--- config.mk ---
export PLATFORM = sky130hd
export DESIGN_NAME = fpalu_result_sink
export DESIGN_NICKNAME = d
export VERILOG_FILES = /design/src/rtl/fpalu_result_sink.sv
export SDC_FILE = /design/constraint.sdc
export NUM_CORES = 1
export LEC_CHECK = 0
export CORE_MARGIN = 4
export CORE_UTILIZATION = 55
export DETAILED_ROUTE_END_ITERATION = 10
export HOLD_SLACK_MARGIN = 0.03
export PLACE_DENSITY = 0.89
export SYNTH_ARGS = -nofsm -noshare
export SYNTH_HDL_FRONTEND = slang
export SYNTH_SLANG_ARGS = --single-unit
--- constraint.sdc ---
create_clock -name clk -period 4.39 [get_ports clk]
set_input_delay 0.878 -clock clk [delete_from_list [all_inputs] [get_ports clk]]
set_output_delay 0.878 -clock clk [all_outputs]
set_load 0.02 [all_outputs]
--- src/rtl/fpalu_result_sink.sv ---
// Receiving end of the fpalu result stream: classifies each accepted IEEE-754 single
// result, buffers it in a first-word-fall-through FIFO and keeps saturating statistics.
module fpalu_result_sink #(
    parameter int DEPTH = 4,
    parameter int CNT_W = 16
) (
    input  logic                       clk,
    input  logic                       rst,
    input  logic                       in_valid,
    output logic                       in_ready,
    input  logic [31:0]                s_in,
    input  logic                       ovf_in,
    output logic                       out_valid,
    input  logic                       out_ready,
    output logic                       out_sign,
    output logic [7:0]                 out_exp,
    output logic [22:0]                out_frac,
    output logic [2:0]                 out_class,
    output logic                       out_ovf,
    output logic [$clog2(DEPTH):0]     fifo_count,
    output logic [CNT_W-1:0]           ovf_cnt,
    output logic [CNT_W-1:0]           inf_cnt,
    output logic [CNT_W-1:0]           nan_cnt
);
    localparam int AW = $clog2(DEPTH);
    localparam logic [AW:0] FULL_LEVEL = (AW + 1)'(DEPTH);

    localparam logic [2:0] CLS_ZERO   = 3'd0;
    localparam logic [2:0] CLS_DENORM = 3'd1;
    localparam logic [2:0] CLS_NORMAL = 3'd2;
    localparam logic [2:0] CLS_INF    = 3'd3;
    localparam logic [2:0] CLS_QNAN   = 3'd4;
    localparam logic [2:0] CLS_SNAN   = 3'd5;

    // Distributed storage: the head must be readable in the same cycle out_valid rises.
    logic [31:0] word_mem  [DEPTH];
    logic [2:0]  class_mem [DEPTH];
    logic        ovf_mem   [DEPTH];

    logic [AW-1:0] wr_ptr_reg;
    logic [AW-1:0] rd_ptr_reg;
    logic [AW:0]   count_reg;
    logic [AW:0]   count_next;
    logic [2:0]    cls_in;
    logic          push;
    logic          pop;
    logic [2:0]    cnt_inc;

    assign in_ready  = (count_reg != FULL_LEVEL);
    assign out_valid = (count_reg != '0);
    assign push      = in_valid & in_ready;
    assign pop       = out_valid & out_ready;

    always_comb begin
        cls_in = CLS_NORMAL;
        if (s_in[30:23] == 8'h00) begin
            cls_in = (s_in[22:0] == 23'd0) ? CLS_ZERO : CLS_DENORM;
        end else if (s_in[30:23] == 8'hFF) begin
            if (s_in[22:0] == 23'd0)
                cls_in = CLS_INF;
            else if (s_in[22])
                cls_in = CLS_QNAN;
            else
                cls_in = CLS_SNAN;
        end
    end

    always_ff @(posedge clk) begin
        if (push && !rst) begin
            word_mem[wr_ptr_reg]  <= s_in;
            class_mem[wr_ptr_reg] <= cls_in;
            ovf_mem[wr_ptr_reg]   <= ovf_in;
        end
    end

    always_comb begin
        count_next = count_reg;
        case ({push, pop})
            2'b10:   count_next = count_reg + 1'b1;
            2'b01:   count_next = count_reg - 1'b1;
            default: count_next = count_reg;
        endcase
    end

    // DEPTH is a power of two, so natural pointer overflow is the modulo wrap.
    always_ff @(posedge clk) begin
        if (rst) begin
            wr_ptr_reg <= '0;
            rd_ptr_reg <= '0;
            count_reg  <= '0;
        end else begin
            if (push)
                wr_ptr_reg <= wr_ptr_reg + 1'b1;
            if (pop)
                rd_ptr_reg <= rd_ptr_reg + 1'b1;
            count_reg <= count_next;
        end
    end

    assign out_sign   = word_mem[rd_ptr_reg][31];
    assign out_exp    = word_mem[rd_ptr_reg][30:23];
    assign out_frac   = word_mem[rd_ptr_reg][22:0];
    assign out_class  = class_mem[rd_ptr_reg];
    assign out_ovf    = ovf_mem[rd_ptr_reg];
    assign fifo_count = count_reg;

    assign cnt_inc = {push & ((cls_in == CLS_QNAN) | (cls_in == CLS_SNAN)),
                      push & (cls_in == CLS_INF),
                      push & ovf_in};

    generate
        for (genvar gi = 0; gi < 3; gi++) begin : g_cnt
            logic [CNT_W-1:0] cnt_reg;
            always_ff @(posedge clk) begin
                if (rst)
                    cnt_reg <= '0;
                else if (cnt_inc[gi] && (cnt_reg != '1))
                    cnt_reg <= cnt_reg + 1'b1;
            end
        end
    endgenerate

    assign ovf_cnt = g_cnt[0].cnt_reg;
    assign inf_cnt = g_cnt[1].cnt_reg;
    assign nan_cnt = g_cnt[2].cnt_reg;
endmodule

; Yosys cells after proc, flatten, opt, wreduce, memory -nomap -nowiden
; Memories as Yosys holds them, arrays and structs flattened. A register that Yosys moved wholly into a read port is not among the register bits.
; Index checks and enable logic that the tools add are counted.
[totals]
ram_bits = 144
input_bits = 37
n_memories = 3
ff_bits = 55
[classes]
muxes = 14
bitwise_logic = 6
reduce_logical = 9
addsub = 7
eq_ne = 10
[mem_list]
columns = name, words, width, rd, rd_ports_with_merged_regs, wr, line_no
row1 = word_mem, 4, 32, 1, 1, 1, 36  ; logic [31:0] word_mem [DEPTH];
row2 = class_mem, 4, 3, 1, 1, 1, 37  ; logic [2:0] class_mem [DEPTH];
row3 = ovf_mem, 4, 1, 1, 1, 1, 38  ; logic ovf_mem [DEPTH];
[ops]
columns = cell, count
row1 = 16-bit by 1-bit adder with 16-bit output (second input constant), 3
row2 = 16-bit != test (second input constant), 3
row3 = 23-bit logical NOT, 1
row4 = 2-bit two-way mux, 6
row5 = 3-bit two-way mux, 3
row6 = 8-bit equality test (second input constant), 1
row7 = 8-bit logical NOT, 1
row8 = 3-bit equality test (second input constant), 2
row9 = 3-bit case mux with 2 select lines, 1
row10 = 1-bit bitwise AND, 5
row11 = 2-bit by 1-bit adder with 2-bit output (second input constant), 2
row12 = 1-bit logical AND, 4
row13 = 1-bit two-way mux, 4
row14 = 3-bit by 1-bit adder with 3-bit output (second input constant), 1
row15 = 3-bit by 2-bit equality test with 1-bit output (second input constant), 1
row16 = 3-bit != test (second input constant), 1
row17 = 3-bit nonzero test, 1
row18 = 3-bit by 1-bit subtractor with 3-bit output (second input constant), 1
row19 = 2-bit by 1-bit equality test with 1-bit output (second input constant), 1
row20 = 2-bit equality test (second input constant), 1
row21 = 2-bit nonzero test, 1
row22 = 1-bit logical NOT, 1
row23 = 1-bit OR, 1

; Depth between registers and ports, before layout
; Gate-level depths: netlist of run 1.
[logic_depth]
depth_word = 8
mapped_depth = 9

; Worst setup path before layout of run 1
; Ideal clock, no wire load.
[synth_timing]
kind = input-to-reg
from = input port in_valid
to = memory class_mem[0][0] (enable)
path_slack_ns = 1.664
stages = 4
setup_ns = 0.397
arrival_time_ns = 2.329
required_ns = 3.993
n_path_buf = 0
cell_sequence = and2_0 inv_1 nor2_1 and2_1
[synth_between]
elab_chain_len = 4
[synth_lines]
columns = element, line_no
row1 = "start, declared", 9  ; input logic in_valid,
row2 = 1-bit bitwise AND, 51  ; assign push = in_valid & in_ready;
row3 = 1-bit logical AND, 69  ; if (push && !rst) begin
row4 = 1-bit two-way mux, 69
row5 = 1-bit two-way mux (implied by the code), 71  ; class_mem[wr_ptr_reg] <= cls_in;
row6 = "end, declared", 37
; Every way passes these cells.

==> metrics.txt, run 1 <==
dpl ws 0.693 ns; largest net degree at the start of global routing 58; CP Class flip-flop to output pin; vias in the first global route 5206; Multi-input gate area 2450 µm²; fill count 908; Worst Tran Pin Value 0.946 ns; Worst Setup Slack, final around 0.73 ns; HPWL after DPL between 10000 and 15000 µm; required time of the critical path 3.51 ns; Yosys reg bits 201; die height 129 µm; PD cells 488 nW/µm²; Die X 129 µm; Fin Hold WS about 0.50 ns; Root Buffer clkbuf_16; PortBufs between 100 and 150; cells after synthesis 527; post-CTS sizing 0; r2r setup slk 1.56 ns; via/cell ratio roughly 5.8; first-pass GRT wire length 27700 µm; post-synth cell types 46; Worst VDD drop 346 µV; initial antenna violation count 0; startpoint types flip-flop; final max-slew violation count 0; gr ovfl total 0; Largest register FFs roughly 130; hold wc startpoint wr_ptr_reg[1]; Syn Area/Cell between 15 and 20 µm²; DR pass1 iterations 4; Boundary Pins 126; core area ~14000 µm²; final period utilization between 80% and 90%; postcts setup bufs 0; fin cells 861; Final TNS setup 0 ns; Via Count 4978; drt total wl 17400 µm; reg-to-reg startpoint fifo_count[2]; sequential fraction of the synthesis area between 60% and 70%; hold depth 2; Worst Reg-to-Reg Cells 9; final-report setup violation count 0; Post-Place Cells 825; number of H-tree levels 1; Util after Layout between 70% and 80%; Leak 0.00330 µW; CTS tree built; die area 16600 µm²; # diodes 0; CTS Hold Buffers Added 0; Final Skew slightly below 0.007 ns; largest fanout on the critical path 21; routed len/inst 20.2 µm; Sink Count 201; CP endpoint kind output pin; Fmax 274 MHz; final worst path period need 3.66 ns; Placer Congestion 0.859; worst skew pair latency 0.47 ns; Starting Density between 50% and 60%; Area Overhead vs Synth 26.2%; Longest Clk Path Bufs 3; Register Area 5470 µm²; maxcap violations 0; Hold Path Class flip-flop to flip-flop; Final #Nets between 700 and 800; Synth Cell Area approximately 8100 µm²; Rel. slew slack a little under two fifths; DRT antenna net count 0; Reg clk slew, reported paths 0.06 ns; endpoints failing hold 0; gr usage total 21.1%; CTS buffer count 20; Synth Warn # 0; arrival time worst endpoint 2.78 ns; Reg with most FFs word_mem; DR iter-0 viols 285; Crit Reg-Reg Endpoint fifo_count[2]; DRC violations left 0; status finished clean; FP Rows 43; Mapped Nets ~570; Min-Delay Endpoint wr_ptr_reg[1]; RSZ-0062 raised after global routing false; share of cells above drive strength 1 14.8%
==> critical path, stage by stage, from the launching register on <==
cell	delay, ns
dfxtp_2	0.82
buf_4	0.35
mux4_2	0.53
clkdlybuf4s50_1	0.60
==> cells in the final DEF, fill, tap and decap left out, drive strengths merged, types with 13 or more instances in the layout <==
| master | n |
|---|---|
| edfxtp | 144 |
| clkdlybuf4s50 | 124 |
| nor2 | 63 |
| dfxtp | 57 |
| mux4 | 36 |
| clkbuf | 28 |
| nand2 | 27 |
| xnor2 | 24 |
| xor2 | 21 |
| nand3 | 19 |
| nor4 | 16 |
| inv | 13 |
| nand4 | 13 |
| buf | 13 |
==> power breakdown <==
| part | switching, µW | total (µW) | internal, µW |
|---|---|---|---|
| registers | 115 | 2250 | 2140 |
| clock network | 658 | 1630 | 970 |
| logic | 515 | 1080 | 566 |
==> synthesized netlist by cell type, drive strengths merged <==
library cell  instances  area share (%)
or4b                  1            0.17
and2                  9            0.70
nand3b                2            0.19
o31ai                 1           0.093
mux4                 36              10
inv                  13            0.61
or3                   5            0.45
nor2b                 1           0.078
o21ai                 4            0.25
or2                   2            0.16
ha                    8             1.2
fa                    1            0.25
nor2                 63             2.9
dlygate4sd1           1            0.11
a211oi                1           0.093
a21o                  1           0.093
nor4                 16             1.5
o41ai                 2            0.45
mux2i                 4            0.50
nand3                19             1.2
and3                  6            0.47
a21oi                 8            0.50
nand4                13             1.1
and4                  3            0.33
xor2                 21             2.3
clkbuf                9            0.42
nand2b                1           0.078
dfxtp                57              14
xnor2                24             2.6
edfxtp              144              54
buf                   9            0.68
nand2                27             1.5
nor3                 12            0.75
o211ai                1           0.093
or3b                  1            0.11
o311ai                1            0.11
==> how the worst max path moves through the flow <==
stage              start              end  slack [ns]  cells after the start
2_1_floorplan   in_valid  class_mem[0][0]        1.66                      4
3_3_place_gp    s_in[22]       inf_cnt[2]        0.82                      8
3_5_place_dp    s_in[22]       inf_cnt[3]        0.69                      8
4_1_cts        flip-flop       out_exp[1]        0.64                      3
5_1_grt        flip-flop       out_exp[3]        0.53                      3
6_report       flip-flop       out_exp[1]        0.73                      3
==> cells by family after synthesis <==
kind of cell	count (synthesis)	share of synthesized area, %
xor gates and xnor gates	45	4.89
and+or+nand+nor	181	11.7
AOI/OAI and AO/OA	19	1.68
DFF	201	67.9
adders and majority gates	9	1.49
muxes	40	10.6
buffers and inverters	32	1.82
==> through the flow <==
step | total power [µW] | cell area, µm²
after CTS | 5020 | 10200
after global placement | 3340 | 9520
after floorplan | 2900 | 8050
after detailed placement | 3370 | 9520
after global routing | 5180 | 10200
final | 4960 | 10200
==> area by class of cell <==
cell class                      instances  share of cell area, %
Clock buffer                           28                   5.65
Timing Repair Buffer                  137                   13.2
Inverter                               13                  0.480
Tap cell                              180                   2.22
Sequential cell                       201                   53.8
Multi-Input combinational cell        294                   24.1
Clock inverter                          8                  0.603
==> metal layers <==
layer	track usage, %	share of wire (%)	wire length, µm	vias to the layer above
li1	-	-	-	2267
met1	27.9	40	7000	2488
met2	36.5	50	8750	200
met3	4.61	7.8	1360	23
met5	0	0	0	-
met4	4.08	1.4	241	0
Power figures use the tool's default switching activity.
==> run 2, diff against run 1 <==
--- a/config.mk
+++ b/config.mk
@@ -6,10 +6,10 @@
 export NUM_CORES = 1
 export LEC_CHECK = 0
 export CORE_MARGIN = 4
-export CORE_UTILIZATION = 55
+export CORE_UTILIZATION = 54
 export DETAILED_ROUTE_END_ITERATION = 10
 export HOLD_SLACK_MARGIN = 0.03
-export PLACE_DENSITY = 0.89
+export PLACE_DENSITY = 0.88
 export SYNTH_ARGS = -nofsm -noshare
 export SYNTH_HDL_FRONTEND = slang
 export SYNTH_SLANG_ARGS = --single-unit
==> constraint.sdc (replaced) <==
create_clock -name clk -period 3.67 [get_ports clk]
set_input_delay 0.734 -clock clk [delete_from_list [all_inputs] [get_ports clk]]
set_output_delay 0.734 -clock clk [all_outputs]
set_load 0.02 [all_outputs]
==> metrics.txt, run 2 (synthesized netlist as in run 1, its figures left out) <==
WP buf/inv 2; largest fanout on the critical path 17; Die X roughly 130 µm; final-report setup violation count 0; final period utilization between 80 and 90%; initial antenna violation count 0; startpoint types flip-flop; arrival time worst endpoint between 2 and 2.5 ns; first-pass GRT wire length 27300 µm; delay-heaviest family, CP buffers and inverters; gr ovfl total 0; Area Overhead vs Synth 27.5%; postcts setup bufs 0; CTS tree built; core area 14600 µm²; routed len/inst 19.8 µm; RSZ-0062 raised after global routing false; Boundary Pins 126; hold wc startpoint wr_ptr_reg[1]; Total Power 6040 µW; Worst Tran Pin Value 0.726 ns; status finished clean; Placer Congestion 0.803; post-CTS sizing 0; endpoints failing hold 0; drt total wl between 15000 and 20000 µm; vias in the first global route 5099; DR iter-0 viols about 300; biggest cell delay along the critical path 0.63 ns; Sink Count roughly 200; FP Rows 44; die height 130 µm; Longest Clk Path Bufs 3; CP max-delay cell dfxtp_2; required time of the critical path a little under 3 ns; Root Buffer clkbuf_16; most common cell after layout, fill and taps aside edfxtp_1; Largest register FFs 128; Via Count ~4.9k; Rel. slew slack 51.4%; Final #Nets 715; Fmax ~330 MHz; Worst VDD drop roughly 320 µV; PD cells 588 nW/µm²; Crit path depth 3; r2r setup slk 1.11 ns; final worst path period need 3.07 ns; Final TNS setup 0 ns; Final Skew 0.0115 ns; Crit Reg-Reg Endpoint fifo_count[2]; Hold Path Class flip-flop to flip-flop; most frequent cells in the layout 144 x edfxtp_1, 124 x clkdlybuf4s50_1, 63 x nor2_1; number of H-tree levels 1; # diodes 0; CP Class flip-flop to output pin; final max-slew violation count 0; Reg clk slew, reported paths about 0.06 ns; HPWL after DPL 11300 µm; DRT antenna net count 0; DR pass1 iterations 4; CP endpoint kind output pin; crit path cell chain buf_4 > mux4_2 > clkdlybuf4s50_1; worst skew pair latency 0.49 ns; Worst Reg-to-Reg Cells 9; share of cells above drive strength 1 14.8%; maxcap violations 0; Starting Density 55.2%; reg-to-reg startpoint fifo_count[0]; Critical path destination out_frac[22]; largest net degree at the start of global routing 57; PortBufs 125; CTS Hold Buffers Added 0; Leak 0.00332 µW; die area 16900 µm²; Reg with most FFs word_mem; gr usage total 20.6%; via/cell ratio 5.63; hold depth 2; DRC violations left 0; CTS buffer count 21
==> run 2: cell types whose count changed in the layout (fill, tap and decap cells not counted), sizes merged <==
cell / change
clkbuf: -2
inv: +2
buf: +1
bufinv: +1
clkinv: +1
==> run 2: worst min path at each step <==
| stage | end | slack, ns |
|---|---|---|
| CTS | nan_cnt[15] | 0.52 |
| global placement | wr_ptr_reg[1] | 0.48 |
| detailed placement | nan_cnt[15] | 0.50 |
| global route | wr_ptr_reg[1] | 0.54 |
| finish | wr_ptr_reg[1] | 0.52 |
| floorplan | wr_ptr_reg[1] | 0.47 |
==> run 2: layer usage <==
metal | track usage (%) | wire length, µm | up-vias
li1 | - | - | 2277
met1 | 27.2 | 7110 | 2427
met2 | 36.2 | 8860 | 165
met3 | 4.09 | 1080 | 17
met4 | 3.42 | 168 | 0
met5 | 0 | 0 | -
==> run 2: worst register-to-register path: cells and delay by family (launching register included) <==
family                   cells  cell delay (ns)
buffers and inverters        2             0.19
flip-flops                   1             0.35
AO/OA/AOI/OAI                1             0.15
adder cells (fa/ha/maj)      2             0.58
XOR/XNOR                     1             0.16
AND/OR/NAND/NOR              3             1.07
==> run 2: area by class of cell <==
cell class,count,area [µm²]
inverter,13,48.8
tap,184,230
fill,911,4320
clock inverter,12,114
multi-input combinational,294,2450
sequential,201,5470
clock buffer,26,554
timing repair buffer,138,1410
==> run 2: metrics by stage <==
| step | hold slack (ns) | instance area (µm²) | instances | util (%) | setup WS [ns] |
|---|---|---|---|---|---|
| after floorplan | 0.469 | 8050 | 527 | - | 1.01 |
| after global placement | 0.479 | 9600 | 830 | 65.8 | 0.570 |
| after detailed placement | 0.500 | 9600 | 830 | 65.8 | 0.452 |
| after CTS | 0.520 | 10300 | 868 | 70.4 | 0.577 |
| after global routing | 0.544 | 10300 | 868 | 70.4 | 0.517 |
| final | 0.520 | 10300 | 868 | 70.4 | 0.599 |
==> run 2: where the power goes <==
| group | switching (µW) | leakage, µW | internal (µW) |
|---|---|---|---|
| clock | 824 | 0.000329 | 1220 |
| combinational | 681 | 0.00122 | 697 |
| sequential | 62.9 | 0.00178 | 2560 |
